===== config.mk =====
export PLATFORM = sky130hd
export DESIGN_NAME = layer_ack_counter
export DESIGN_NICKNAME = d
export VERILOG_FILES = /design/src/rtl/layer_ctrl_pkg.sv /design/src/rtl/layer_ack_counter.sv
export SDC_FILE = /design/constraint.sdc
export NUM_CORES = 1
export LEC_CHECK = 0
export CELL_PAD_IN_SITES_DETAIL_PLACEMENT = 0
export CELL_PAD_IN_SITES_GLOBAL_PLACEMENT = 1
export CORE_AREA = 2 2 49 51
export CTS_CLUSTER_DIAMETER = 50
export DETAILED_ROUTE_END_ITERATION = 12
export DIE_AREA = 0 0 51 53
export PLACE_DENSITY = 0.79
export SLEW_MARGIN = 20
export SYNTH_ARGS = -nofsm -noshare
export SYNTH_HDL_FRONTEND = slang
export SYNTH_SLANG_ARGS = --single-unit

===== constraint.sdc =====
create_clock -name clk -period 1.61 [get_ports clk]
set_input_delay 0.161 -clock clk [delete_from_list [all_inputs] [get_ports clk]]
set_output_delay 0.161 -clock clk [all_outputs]
set_load 0.03 [all_outputs]

===== src/rtl/layer_ctrl_pkg.sv =====
// Shared definitions for the per-layer control counters: FSM state encoding
// and counter width sizing.
package layer_ctrl_pkg;

  typedef enum logic {
    ST_ACCUM = 1'b0,
    ST_DONE  = 1'b1
  } state_t;

  // Bits needed to hold values 0..n inclusive; equals $clog2(n+1) for n >= 1.
  function automatic int unsigned cnt_width(input int unsigned n);
    int unsigned w;
    w = 1;
    for (int unsigned i = 1; i < 32; i++) begin
      if ((n >> i) != 0) w = i + 1;
    end
    return w;
  endfunction

endpackage


===== src/rtl/layer_ack_counter.sv =====
// Counts element acknowledges per batch and raises ack_mac once COUNT have
// arrived; sticky (held until ack_rel) or self-rearming pulse mode.
module layer_ack_counter
  import layer_ctrl_pkg::*;
#(
  parameter int unsigned COUNT   = 3,
  parameter int unsigned CNT_W   = cnt_width(COUNT),
  parameter bit          STICKY  = 1'b1,
  parameter int unsigned BATCH_W = 8
) (
  input  logic               clk,
  input  logic               rst,
  input  logic               ack,
  input  logic               ack_rel,
  output logic               ack_mac,
  output logic               busy,
  output logic [CNT_W-1:0]   count,
  output logic [BATCH_W-1:0] batches,
  output logic               overflow
);

  if (COUNT == 0 || COUNT > 65535 || (COUNT >> CNT_W) != 0) begin : g_bad_count
    $error("layer_ack_counter: COUNT out of range or CNT_W too narrow");
  end

  localparam logic [CNT_W-1:0] CNT_FULL = CNT_W'(COUNT);
  localparam logic [CNT_W-1:0] CNT_LAST = CNT_W'(COUNT - 1);

  state_t             state_q, state_d;
  logic [CNT_W-1:0]   count_q, count_d;
  logic [BATCH_W-1:0] batches_q, batches_d;
  logic               mac_q, mac_d;
  logic               ovf_q, ovf_d;

  always_ff @(negedge clk) begin
    if (rst) begin
      state_q   <= ST_ACCUM;
      count_q   <= '0;
      batches_q <= '0;
      mac_q     <= 1'b0;
      ovf_q     <= 1'b0;
    end else begin
      state_q   <= state_d;
      count_q   <= count_d;
      batches_q <= batches_d;
      mac_q     <= mac_d;
      ovf_q     <= ovf_d;
    end
  end

  always_comb begin
    state_d   = state_q;
    count_d   = count_q;
    batches_d = batches_q;
    mac_d     = mac_q;
    ovf_d     = ovf_q;
    unique case (state_q)
      ST_ACCUM: begin
        // In pulse mode ack_mac drops unless this edge completes another batch.
        mac_d = 1'b0;
        if (ack) begin
          if (count_q == CNT_LAST) begin
            mac_d     = 1'b1;
            batches_d = batches_q + BATCH_W'(1);
            if (STICKY) begin
              count_d = CNT_FULL;
              state_d = ST_DONE;
            end else begin
              count_d = '0;
            end
          end else begin
            count_d = count_q + CNT_W'(1);
          end
        end
      end
      ST_DONE: begin
        if (ack_rel) begin
          if (!ack) begin
            mac_d   = 1'b0;
            count_d = '0;
            state_d = ST_ACCUM;
          end else if (COUNT == 1) begin
            // Released and immediately refilled by a single-element batch.
            batches_d = batches_q + BATCH_W'(1);
          end else begin
            mac_d   = 1'b0;
            count_d = CNT_W'(1);
            state_d = ST_ACCUM;
          end
        end else if (ack) begin
          ovf_d = 1'b1;
        end
      end
      default: state_d = ST_ACCUM;
    endcase
  end

  assign ack_mac  = mac_q;
  assign busy     = (state_q == ST_ACCUM) && (count_q != '0);
  assign count    = count_q;
  assign batches  = batches_q;
  assign overflow = ovf_q;

endmodule


==> flow_summary.ini, run 1 <==
[power]
power_density_nw_per_um2 = 695
power_mw = 0.809
peakVddDrop_uv = 331
leakage_nw = 0.551

[route]
drt_pass1_iterations = 4
drc = 0
wirelength_um = 1750
antenna_left = 0
drtIter0Drc = 11
wl_per_cell_um = 11.7
vias_per_cell = 4.58
vias = 687

[setup_path]
required_ps = 1450
reg2reg_to = batches[6]
worstSetupStartpointType = flop
worstSetupPathType = flop to output pin
end_kind = output pin
worst_ep_arrival_time_ps = 1890
crit_fanout = 2
rr_startpoint = count[0]
r2r_slack_ps = 20
reg2reg_depth = 8

[finish]
drive_above_1_share = 0.525
seqCellArea_um2 = 280
fin_util = 0.542
fin_nets = 130
n_fill_cell = 199
finalNonFillerCells = 150
multi_input_area_um2 = 398
layout_common_cells = 19 x buf_4, 16 x buf_6, 15 x inv_1
diodes = 0
area_growth_pct = 87.7
layout_commonest_cell = buf_4
postLayoutCellArea_um2 = 1160

[synthesis]
synth_cell_types = 24
ys_warn_count = 0
synth_area_leader_cell = dfxtp_1
yosysSeqAreaShare = 0.419
synth_top_family_by_area = simple AND/OR/NAND/NOR gates
avgSynthCellArea_um2 = 8.87
synth_compound_area_frac = 0.139
synth-simple-area-share = 0.274
synth_area_leaders = dfxtp_1 42%, a21oi_1 8.1%, ha_1 6.0%
synth_edf_count = 0
synth.area.mux_share = 0.0181
yosys.area.top_type_share = 0.419
syn_area_um2 = 621
async_flop_share = 0
synth-seq-cells = 13
synth_nets = 77
synthAdderAreaFrac = 0.0605
synth_top_flop_cell = dfxtp_1
synthXorXnorAreaFrac = 0.0282
synthCells = 70

[min_path]
hold_path_end = ack_mac
holdPathStages = 2
hold_path_class = flop to flop
hold_start = ack_mac

[global_routing]
grt_max_degree = 9
grt_pass1_wl_um = 2660
grt_pass1_vias = 675
grt_use_total = 0.133
antenna_found_initial = 0
grt_overflow_total = 0

[outcome]
status = complete, but fails checks
violations = setup timing

[clock_network]
cts_hold_buf = 0
cts_inserted_buffers = 3
clk_pin_slew_ps = 40
cts_num_sinks = 13
clk_path_buf_depth = 2
htree_levels = 1
cts_tree = built
cts.root.buffer_cell = clkbuf_4
worstSkewPairLatency_ps = 350

[place]
dp.cells = 126
io_buffers = 16
place_congestion = 0.698
dpl.hpwl_um = 1050
placement.setup.worst_slack_ps = -744
placed_cell_area_um2 = 895

[floorplan]
rows = 17
core_area_um2 = 2150
die_x_um = 51
fp.dieArea_um2 = 2700
io_pins = 17
fp.dieH_um = 53
start_util = 0.289

[timing]
slew_violations = 0
finalWorstSetupSlack_ps = -444
rsz0062_at_grt = true
hold_viol = 0
setup_viol = 13
tightest_slew_ps = 265
skew_ps = 17.9
relSlewSlack = 0.823

[run]
cap_violations = 0
## per-layer routing
| layer | global-route usage | vias up | wire [µm] |
|---|---|---|---|
| met5 | 0 | - | 0 |
| met4 | 0.0946 | 0 | 40 |
| met3 | 0.0452 | 4 | 85 |
| met2 | 0.221 | 21 | 854 |
| met1 | 0.141 | 309 | 769 |
| li1 | - | 353 | - |
## cell usage after synthesis (all sizes together), types with 2 or more instances
master / instances
inv: 4
or3: 3
nand3: 3
nand2: 5
nor2b: 2
buf: 2
dfxtp: 13
ha: 3
nand4b: 2
o21ai: 4
a21oi: 10
xor2: 2
nor2: 7
## sequential cells by signal, summed over array words and instances (netlist names)
| register | cells |
|---|---|
| count | 2 |
| overflow | 1 |
| batches | 8 |
| state_q | 1 |
| ack_mac | 1 |
## per-stage QoR
stage          setup TNS (ps)  hold WS [ps]
2_1_floorplan           -1080           574
3_3_place_gp            -7120           457
3_5_place_dp            -7380           457
4_1_cts                 -2610           472
5_1_grt                 -3010           499
6_report                -2510           473
## where the power goes
group	internal (mW)	total, mW	switching [mW]	leakage, nW
registers	0.329	0.334	0.00521	0.112
logic	0.0744	0.147	0.0727	0.351
clock network	0.132	0.329	0.196	0.0884
total	0.535	0.809	0.274	0.551
## worst max-delay path, stage by stage, from the launching register on
cell	delay [ps]
dfxtp_2	330
inv_2	40
ha_4	150
nor2_4	80
buf_6	130
## what timing repair did
item / CTS / global route
endpoints found under the setup margin: 24 / 15
gates resized for setup: 41 / 8
pin swaps: 4 / 4
buffers inserted: 4 / 4
## layout make-up
type,instances,share of cell area
clock buffers,3,0.0193
clock inverters,14,0.0451
inverters,3,0.00967
multi-input cells,50,0.342
flip-flops and latches,13,0.241
well taps,28,0.0301
repair buffers,39,0.314
## worst max path at each step
stage | start | endpoint | slack [ps] | cells past startpoint
after floorplan | ack | batches[7] | -360 | 5
after global placement | ack | batches[7] | -700 | 4
after detailed placement | ack | batches[7] | -740 | 4
after CTS | count[1] | busy | -460 | 4
after global routing | count[0] | busy | -500 | 4
final | count[1] | busy | -440 | 4
## cell families (layout without fill, tap and decap cells)
group,Yosys count,count (layout)
AO/OA/AOI/OAI,16,16
XOR/XNOR,2,2
adder cells (fa/ha/maj),3,3
buffers and inverters,7,59
flip-flops,13,13
multiplexers,1,1
AND/OR/NAND/NOR,28,28
No activity file was read; power rests on OpenSTA's default activity.
==> run 2, diff against run 1 <==
SLEW_MARGIN = unset   (was 20)
==> results of run 2 <==
Final layout, timing and power as in run 1 (identical DEF).
